===== src/rtl/calc_ctrl.sv =====
// Keypad calculator sequencer: builds two decimal operands from key events, evaluates
// + - * / (multi-cycle restoring divide) and drives registered display/status outputs.
module calc_ctrl #(
   parameter int unsigned DIGITS = 4,
   parameter int unsigned W      = 14
) (
   input  logic             clk,
   input  logic             rst_n,
   input  logic             key_flag,
   input  logic [3:0]       key_data,
   output logic [2*W-1:0]   disp_val,
   output logic             disp_neg,
   output logic             err,
   output logic             busy,
   output logic             done
);

   localparam int unsigned CntW    = $clog2(DIGITS + 1);
   localparam int unsigned DivCntW = $clog2(W);
   localparam logic [W-1:0] Ten    = W'(10);

   typedef enum logic [2:0] {
      StAEnt, StOpWait, StBEnt, StCalc, StResult, StError
   } state_e;

   typedef enum logic [1:0] {OpAdd, OpSub, OpMul, OpDiv} op_e;

   state_e              state_q, state_d;
   op_e                 op_q, op_d;
   logic [W-1:0]        a_q, a_d, b_q, b_d;
   logic [CntW-1:0]     cnt_q, cnt_d;
   logic [2*W-1:0]      r_q, r_d;
   logic                neg_q, neg_d;
   logic [W-1:0]        div_rem_q, div_rem_d, div_quo_q, div_quo_d;
   logic [DivCntW-1:0]  div_cnt_q, div_cnt_d;
   logic [2*W-1:0]      disp_d;

   logic                is_digit, is_op, is_eq, is_clr;
   logic [W-1:0]        digit;
   logic [W:0]          rem_sh;
   logic                div_ge;
   logic [W-1:0]        quo_nx;

   always_comb begin
      is_digit = key_flag && (key_data < 4'd10);
      is_op    = key_flag && (key_data >= 4'd10) && (key_data <= 4'd13);
      is_eq    = key_flag && (key_data == 4'd14);
      is_clr   = key_flag && (key_data == 4'd15);
      digit    = W'(key_data);
   end

   // One restoring-divide step: shift next dividend bit into the partial remainder.
   always_comb begin
      rem_sh = {div_rem_q, div_quo_q[W-1]};
      div_ge = (rem_sh >= {1'b0, b_q});
      quo_nx = {div_quo_q[W-2:0], div_ge};
   end

   always_comb begin
      state_d   = state_q;
      op_d      = op_q;
      a_d       = a_q;
      b_d       = b_q;
      cnt_d     = cnt_q;
      r_d       = r_q;
      neg_d     = neg_q;
      div_rem_d = div_rem_q;
      div_quo_d = div_quo_q;
      div_cnt_d = div_cnt_q;

      case (state_q)
         StAEnt: begin
            if (is_digit && (cnt_q < CntW'(DIGITS))) begin
               a_d   = a_q * Ten + digit;
               cnt_d = cnt_q + CntW'(1);
            end else if (is_op) begin
               op_d    = op_e'(key_data[1:0] + 2'd2);
               cnt_d   = '0;
               state_d = StOpWait;
            end
         end
         StOpWait: begin
            if (is_digit) begin
               b_d     = digit;
               cnt_d   = CntW'(1);
               state_d = StBEnt;
            end else if (is_op) begin
               op_d = op_e'(key_data[1:0] + 2'd2);
            end
         end
         StBEnt: begin
            if (is_digit && (cnt_q < CntW'(DIGITS))) begin
               b_d   = b_q * Ten + digit;
               cnt_d = cnt_q + CntW'(1);
            end else if (is_eq) begin
               div_rem_d = '0;
               div_quo_d = a_q;
               div_cnt_d = '0;
               state_d   = StCalc;
            end
         end
         StCalc: begin
            neg_d = 1'b0;
            unique case (op_q)
               OpAdd: begin
                  r_d     = {{W{1'b0}}, a_q} + {{W{1'b0}}, b_q};
                  state_d = StResult;
               end
               OpSub: begin
                  if (a_q >= b_q) begin
                     r_d = {{W{1'b0}}, a_q - b_q};
                  end else begin
                     r_d   = {{W{1'b0}}, b_q - a_q};
                     neg_d = 1'b1;
                  end
                  state_d = StResult;
               end
               OpMul: begin
                  r_d     = {{W{1'b0}}, a_q} * {{W{1'b0}}, b_q};
                  state_d = StResult;
               end
               OpDiv: begin
                  if (b_q == '0) begin
                     state_d = StError;
                  end else begin
                     div_rem_d = div_ge ? W'(rem_sh - {1'b0, b_q}) : rem_sh[W-1:0];
                     div_quo_d = quo_nx;
                     div_cnt_d = div_cnt_q + DivCntW'(1);
                     if (div_cnt_q == DivCntW'(W - 1)) begin
                        r_d     = {{W{1'b0}}, quo_nx};
                        state_d = StResult;
                     end
                  end
               end
            endcase
         end
         StResult, StError: begin
            if (is_digit) begin
               a_d     = digit;
               b_d     = '0;
               cnt_d   = CntW'(1);
               neg_d   = 1'b0;
               state_d = StAEnt;
            end
         end
         default: state_d = StAEnt;
      endcase

      // Clear is honoured everywhere except mid-calculation.
      if (is_clr && (state_q != StCalc)) begin
         state_d   = StAEnt;
         op_d      = OpAdd;
         a_d       = '0;
         b_d       = '0;
         cnt_d     = '0;
         r_d       = '0;
         neg_d     = 1'b0;
         div_rem_d = '0;
         div_quo_d = '0;
         div_cnt_d = '0;
      end
   end

   always_comb begin
      case (state_d)
         StAEnt, StOpWait: disp_d = {{W{1'b0}}, a_d};
         StBEnt, StCalc:   disp_d = {{W{1'b0}}, b_d};
         StResult:         disp_d = r_d;
         default:          disp_d = '0;
      endcase
   end

   always_ff @(posedge clk or negedge rst_n) begin
      if (!rst_n) begin
         state_q   <= StAEnt;
         op_q      <= OpAdd;
         a_q       <= '0;
         b_q       <= '0;
         cnt_q     <= '0;
         r_q       <= '0;
         neg_q     <= 1'b0;
         div_rem_q <= '0;
         div_quo_q <= '0;
         div_cnt_q <= '0;
         disp_val  <= '0;
         disp_neg  <= 1'b0;
         err       <= 1'b0;
         busy      <= 1'b0;
         done      <= 1'b0;
      end else begin
         state_q   <= state_d;
         op_q      <= op_d;
         a_q       <= a_d;
         b_q       <= b_d;
         cnt_q     <= cnt_d;
         r_q       <= r_d;
         neg_q     <= neg_d;
         div_rem_q <= div_rem_d;
         div_quo_q <= div_quo_d;
         div_cnt_q <= div_cnt_d;
         disp_val  <= disp_d;
         disp_neg  <= (state_d == StResult) && neg_d;
         err       <= (state_d == StError);
         busy      <= (state_d == StCalc);
         done      <= (state_q == StCalc) && (state_d == StResult);
      end
   end

endmodule


===== config.mk =====
export PLATFORM = sky130hd
export DESIGN_NAME = calc_ctrl
export DESIGN_NICKNAME = d
export VERILOG_FILES = /design/src/rtl/calc_ctrl.sv
export SDC_FILE = /design/constraint.sdc
export NUM_CORES = 1
export LEC_CHECK = 0
export CAP_MARGIN = 25
export CELL_PAD_IN_SITES_DETAIL_PLACEMENT = 1
export CELL_PAD_IN_SITES_GLOBAL_PLACEMENT = 2
export CORE_UTILIZATION = 36
export DETAILED_ROUTE_END_ITERATION = 12
export PLACE_DENSITY = 0.81
export RECOVER_POWER = 25
export SLEW_MARGIN = 20
export SYNTH_ARGS = -nofsm -noshare
export SYNTH_HDL_FRONTEND = slang
export SYNTH_SLANG_ARGS = --single-unit
export TNS_END_PERCENT = 20

===== constraint.sdc =====
create_clock -name clk -period 6.3 [get_ports clk]
set_input_delay 0.945 -clock clk [delete_from_list [all_inputs] [get_ports clk]]
set_output_delay 0.945 -clock clk [all_outputs]
set_load 0.01 [all_outputs]

==> flow_metrics.env, run 1 <==
export IMPL_slowest_delay_ns=0.54
export IMPL_layout_drive_gt1_share_pct=10.6
export IMPL_synth_seq_cells=129
export IMPL_use_met1_pct=37.6
export IMPL_cp_num_buf_inv=5
export IMPL_yosys_warnings=0
export IMPL_cp_required_ns=6.65
export IMPL_fin_crit_ns=6.09
export IMPL_clock_latency_ns=0.49
export IMPL_synth_cell_types=78
export IMPL_syn_nets=2322
export IMPL_yosys_area_top_type_share_pct=19.4
export IMPL_grt_util_met2_pct=44.4
export IMPL_crit_slowest_cell="fa_1"
export IMPL_rows=78
export IMPL_hold_class="reg2reg"
export IMPL_root_buffer="clkbuf_16"
export IMPL_dp_hpwl_microns=50800
export IMPL_syn_inst=1972
export IMPL_cts_buffer_depth=2
export IMPL_vias=15300
export IMPL_synth_edf_count=0
export IMPL_cp_cell_sequence="buf_6 -> nand2_1 -> fa_1 -> fa_1 -> fa_1 -> inv_1 -> fa_1 -> fa_1 -> inv_1 -> fa_1 -> inv_1 -> ha_1 -> nand2_1 -> o21ai_2 -> a21oi_2 -> o21ai_4 -> buf_4 -> a31o_2 -> a21o_1 -> a211o_1 -> a32oi_2 -> nor2_1"
export IMPL_ff2ff_setup_slack_ns=0.21
export IMPL_die_area_sq_um=47100
export IMPL_status="finished with violations"
export IMPL_grtUsageTotal_pct=27.8
export IMPL_rsz0062_at_grt="false"
export IMPL_die_height_microns=217
export IMPL_setup_viol=0
export IMPL_syn_to_final_growth_pct=15.1
export IMPL_synth_top_cell_by_area="dfrtp_1"
export IMPL_cap_violations=1
export IMPL_crit_top_cell="fa_1"
export IMPL_max_slew_margin_rel_pct=-137
export IMPL_setup_tns_ns=0
export IMPL_grt_pass1_vias=16100
export IMPL_port_buffer_count=38
export IMPL_final_util_pct=42.1
export IMPL_avgViaCountPerCell=5.69
export IMPL_grt_pass1_wl_microns=98200
export IMPL_ys_flop_type="dfrtp_1"
export IMPL_gp_congestion=0.930
export IMPL_antenna_found_initial=0
export IMPL_routed_wl_microns=63700
export IMPL_arrival_ns=6.44
export IMPL_gr_total_overflow=0
export IMPL_drtIter0Drc=1118
export IMPL_finalHoldViolCount=0
export IMPL_fmax_mhz=164
export IMPL_hp_start="r_q[15]"
export IMPL_initial_core_util_pct=36.6
export IMPL_synthTopCellsByArea="dfrtp_1, fa_1, ha_1"
export IMPL_r2r_end="disp_val[18]"
export IMPL_grt_start_max_net_pins=96
export IMPL_drc=0
export IMPL_fillers=5489
export IMPL_endpoint_kind="flop"
export IMPL_busiest_layer="met2"
export IMPL_crit_path_max_fanout=11
export IMPL_async_flop_share_pct=100
export IMPL_violations="capacitance limit, slew limit"
export IMPL_cts_tree="yes"
export IMPL_ys_seq_area_share_pct=19.4
export IMPL_wl_per_cell_microns=23.7
export IMPL_ant_nets=0
export IMPL_rr_worst_depth=22
export IMPL_worst_r2r_startpoint="a_q[6]"
export IMPL_clkTransAtPathRegs_ns=0.06
export IMPL_fin_crit_sh_pct=96.7
export IMPL_final_nets=2420
export IMPL_drv_slew=72
export IMPL_die_w_microns=217
export IMPL_dr_pass1_iters=5
export IMPL_io_pin_count=39
export IMPL_crit_path_start_kind="flop"
export IMPL_avgSynthCellArea_sq_um=8.44
export IMPL_core_area_sq_um=45500
export IMPL_cts_buffers=17
export IMPL_fin_worst_skew_ns=0.0209
export IMPL_path_class="reg2reg"
export IMPL_cts_sinks=129
export IMPL_met3_usage_pct=4.71
export IMPL_cts_htree_levels=4
export IMPL_min_to="r_q[15]"
export IMPL_hold_depth=2
export IMPL_syn_area_sq_um=16600
export IMPL_seqCellArea_sq_um=3230
export IMPL_hold_buffers=0
export IMPL_crit_family="adder cells"
export IMPL_worst_pin_slew_ns=3.55
export IMPL_multiInputGateArea_sq_um=12300
registers in the layout, summed over array words and instances (netlist names):
register and cells:
op_q 2, state_q 3, div_rem_q 14, err 1, neg_q 1, disp_val 28, b_q 14, a_q 14
div_cnt_q 4, busy 1, cnt_q 3, r_q 28, disp_neg 1, div_quo_q 14, done 1
synth_stat cells, types with 12 or more instances:
| cell type | count |
|---|---|
| inv_1 | 229 |
| nand2_1 | 218 |
| nor2_1 | 214 |
| ha_1 | 194 |
| fa_1 | 149 |
| dfrtp_1 | 129 |
| a21oi_1 | 117 |
| o21ai_0 | 103 |
| clkbuf_1 | 67 |
| xnor2_1 | 55 |
| nor3_1 | 35 |
| a21o_1 | 32 |
| xor2_1 | 31 |
| nand3_1 | 30 |
| mux2i_1 | 29 |
| and2_1 | 20 |
| a22oi_1 | 18 |
| nand4_1 | 17 |
| a31oi_1 | 16 |
| nand2b_1 | 15 |
| a211oi_1 | 14 |
| o211ai_1 | 14 |
| and3_1 | 12 |
| buf_2 | 12 |
| o21bai_1 | 12 |
placed cells by master (no fill, tap or decap), types with 11 or more instances in the layout:
cell type	Yosys	routed
a211oi_1	14	13
a21o_1	32	32
a21oi_1	117	115
a22oi_1	18	18
a31oi_1	16	15
and2_1	20	20
and3_1	12	11
buf_4	3	125
clkbuf_16	0	17
clkdlybuf4s50_1	0	37
dfrtp_1	129	126
fa_1	149	149
ha_1	194	193
inv_1	229	227
mux2i_1	29	29
nand2_1	218	217
nand2b_1	15	15
nand3_1	30	30
nand4_1	17	17
nor2_1	214	211
nor3_1	35	35
o211ai_1	14	14
o21a_1	11	11
o21ai_0	103	100
o21bai_1	12	12
xnor2_1	55	55
xor2_1	31	31
through the flow:
stage,setup slack (ns),instance area (sq um),cells,hold WS [ns]
6_report,0.210,19200,2684,0.488
5_1_grt,0.00494,19100,2683,0.524
4_1_cts,0.0171,19000,2680,0.482
3_5_place_dp,-0.151,18400,2648,0.467
3_3_place_gp,-0.0344,18400,2648,0.448
2_1_floorplan,0.0973,16600,1972,0.433
worst register-to-register path: stages (launching register included):
cell,delay (ns)
dfrtp_1,0.40
buf_6,0.21
nand2_1,0.12
fa_1,0.48
fa_1,0.54
fa_1,0.54
inv_1,0.05
fa_1,0.45
fa_1,0.49
inv_1,0.05
fa_1,0.47
inv_1,0.04
ha_1,0.31
nand2_1,0.17
o21ai_2,0.12
a21oi_2,0.19
o21ai_4,0.11
buf_4,0.16
a31o_2,0.25
a21o_1,0.19
a211o_1,0.30
a32oi_2,0.27
nor2_1,0.07
cell type report:
| type | count | area share [%] |
|---|---|---|
| well taps | 600 | 3.92 |
| repair buffers | 170 | 7.36 |
| multi-input cells | 1510 | 64.0 |
| diodes | 1 | 0.0131 |
| clock inverters | 14 | 0.751 |
| flip-flops and latches | 129 | 16.9 |
| inverters | 242 | 4.74 |
| clock buffers | 18 | 2.29 |
timing repair:
item,4_1_cts,5_1_grt
setup buffers,0,1
endpoints found under the setup margin,2,21
pin swaps,0,4
gates resized for setup,4,26
worst max path at each step:
stage	to	from	cells past startpoint
after global placement	disp_val[26]	b_q[2]	25
after global routing	disp_val[27]	a_q[8]	19
final	disp_val[18]	a_q[6]	22
after detailed placement	disp_val[26]	b_q[2]	25
after CTS	disp_val[26]	a_q[7]	22
after floorplan	disp_val[20]	b_q[2]	23
layer usage:
metal / vias to the layer above / part of all wire [%]
li1: 6857 / -
met1: 7769 / 44
met5: - / 0
met3: 125 / 6.0
met2: 514 / 47
met4: 0 / 3.1
kinds of logic after synthesis:
family	after synthesis	synth area share, %
compound gates	436	17.2
xor+xnor	86	4.53
fa+ha+maj	343	32.5
buf+inv	333	7.67
flops	129	19.4
mux	40	2.74
simple gates	605	16.0
Power of run 1 is left out: the tool's default activity adds up to more than one toggle a clock period on the data nets, which glitch-free logic cannot reach.
==> inputs of run 2 (changes only) <==
- PLACE_DENSITY: 0.81 -> 0.9
==> run 2 against run 1 <==
Worst hold slack worse by 0.0017 ns. Routed wire length is 3.0% lower. Sequential share of layout area is 0.11 points higher. The run still ends with capacitance limit, slew limit left. Clock skew is 0.0095 ns lower. Sequential cell count stayed put. Setup slack worse by 0.017 ns.
==> flow_metrics.env, run 2 (synthesis results as in run 1) <==
export IMPL_violations="capacitance limit, slew limit"
export IMPL_antenna_found_initial=3
export IMPL_cp_required_ns=6.63
export IMPL_wl_per_cell_microns=23.2
export IMPL_endpoint="disp_val[26]"
export IMPL_endpoint_kind="flop"
export IMPL_cts_buffers=17
export IMPL_vias=15300
export IMPL_crit_path_start_kind="flop"
export IMPL_finalHoldViolCount=0
export IMPL_cap_violations=1
export IMPL_ant_nets=0
export IMPL_die_height_microns=217
export IMPL_ff2ff_setup_slack_ns=0.19
export IMPL_gr_total_overflow=0
export IMPL_setup_viol=0
export IMPL_grt_pass1_vias=16300
export IMPL_rr_worst_depth=22
export IMPL_max_slew_margin_rel_pct=-207
export IMPL_cts_buffer_depth=2
export IMPL_diodes=0
export IMPL_initial_core_util_pct=36.6
export IMPL_dp_hpwl_microns=49600
export IMPL_die_area_sq_um=47100
export IMPL_arrival_ns=6.43
export IMPL_drc=0
export IMPL_fmax_mhz=164
export IMPL_die_w_microns=217
export IMPL_root_buffer="clkbuf_16"
export IMPL_fin_crit_sh_pct=96.9
export IMPL_fin_crit_ns=6.11
export IMPL_crit_path_max_fanout=12
export IMPL_drtIter0Drc=1222
export IMPL_worst_r2r_startpoint="b_q[9]"
export IMPL_cts_sinks=129
export IMPL_rows=78
export IMPL_hold_class="reg2reg"
export IMPL_final_util_pct=41.8
export IMPL_largestRegisters="disp_val x28, r_q x28"
export IMPL_mostFrequentLayoutCell="inv_1"
export IMPL_core_area_sq_um=45500
export IMPL_cts_htree_levels=4
export IMPL_clkTransAtPathRegs_ns=0.07
export IMPL_whs_ns=0.486
export IMPL_final_nets=2406
export IMPL_path_class="reg2reg"
export IMPL_io_pin_count=39
export IMPL_syn_to_final_growth_pct=14.3
export IMPL_hold_buffers=0
export IMPL_layout_drive_gt1_share_pct=9.86
export IMPL_routed_wl_microns=61800
export IMPL_grt_pass1_wl_microns=96200
export IMPL_worst_pin_slew_ns=4.60
export IMPL_port_buffer_count=38
export IMPL_setup_tns_ns=0
export IMPL_gp_congestion=1.00
export IMPL_fin_worst_skew_ns=0.0114
export IMPL_fillers=5472
export IMPL_worstSetupStartpoint="b_q[9]"
export IMPL_avgViaCountPerCell=5.73
export IMPL_drv_slew=75
export IMPL_dr_pass1_iters=6
export IMPL_final_cell_mix="inv_1, nand2_1, nor2_1"
export IMPL_grt_start_max_net_pins=75
export IMPL_r2r_end="disp_val[26]"
export IMPL_grtUsageTotal_pct=26.8
export IMPL_status="finished with violations"
export IMPL_clock_latency_ns=0.46
export IMPL_cts_tree="yes"
export IMPL_rsz0062_at_grt="true"
==> run 2: cell types whose count changed in the layout (fill, tap and decap cells not counted), sizes merged <==
cell          previous run  this run
bufinv                   1         4
buf                    131       118
diode                    1         0
clkbuf                  19        18
inv                    243       240
dlymetal6s4s             1         0
==> run 2: worst max-delay path, cell delays in order (launching register included) <==
cell and delay (ns):
dfrtp_1 0.54, buf_4 0.33, ha_1 0.22, inv_1 0.09
fa_1 0.52, inv_1 0.06, fa_1 0.42, inv_1 0.08
fa_1 0.41, inv_1 0.08, fa_1 0.42, fa_1 0.45
ha_1 0.29, ha_1 0.31, a21o_1 0.17, a21o_1 0.17
a21o_1 0.20, a21oi_1 0.22, a2bb2oi_1 0.31, o31ai_4 0.13
mux2_4 0.31, o21ai_2 0.15, a21oi_1 0.09
==> run 2: repair_timing <==
item                                    in CTS  in global routing
setup buffers                                0                  7
resized for setup                            3                 26
endpoints found under the setup margin       4                 22
pin swaps                                    0                  7
cloned                                       0                  0
==> run 2: layer usage <==
metal / wire [microns] / track usage [%]
met3: 3860 / 4.71
met5: 26 / 0
met4: 2060 / 10.0
met2: 29500 / 44.6
met1: 26300 / 34.6
==> run 2: cell type report <==
class	count	area [sq um]	area share, %
Tap cell	600	751	3.95
Clock inverter	14	203	1.07
Clock buffer	17	425	2.24
Inverter	242	911	4.79
Timing Repair Buffer	156	1270	6.69
Multi-Input combinational cell	1510	12200	64.3
Sequential cell	129	3230	17.0
==> run 2: how the worst min path moves through the flow <==
stage	startpoint	endpoint	slack, ns	depth (start not counted)
floorplan	r_q[26]	r_q[26]	0.43	2
global placement	r_q[26]	r_q[26]	0.45	2
detailed placement	r_q[15]	r_q[15]	0.47	2
CTS	r_q[15]	r_q[15]	0.49	2
global route	r_q[20]	r_q[20]	0.52	1
finish	r_q[15]	r_q[15]	0.49	2
==> run 2: stage by stage <==
stage               instances  instance area (sq um)  setup WS (ns)
finish                   2668                  19000          0.193
global route             2668                  19000        -0.0493
CTS                      2661                  18900         0.0256
detailed placement       2630                  18300         -0.125
global placement         2630                  18200         0.0643
floorplan                1972                  16600         0.0973
Power of run 2 is left out for the same reason.
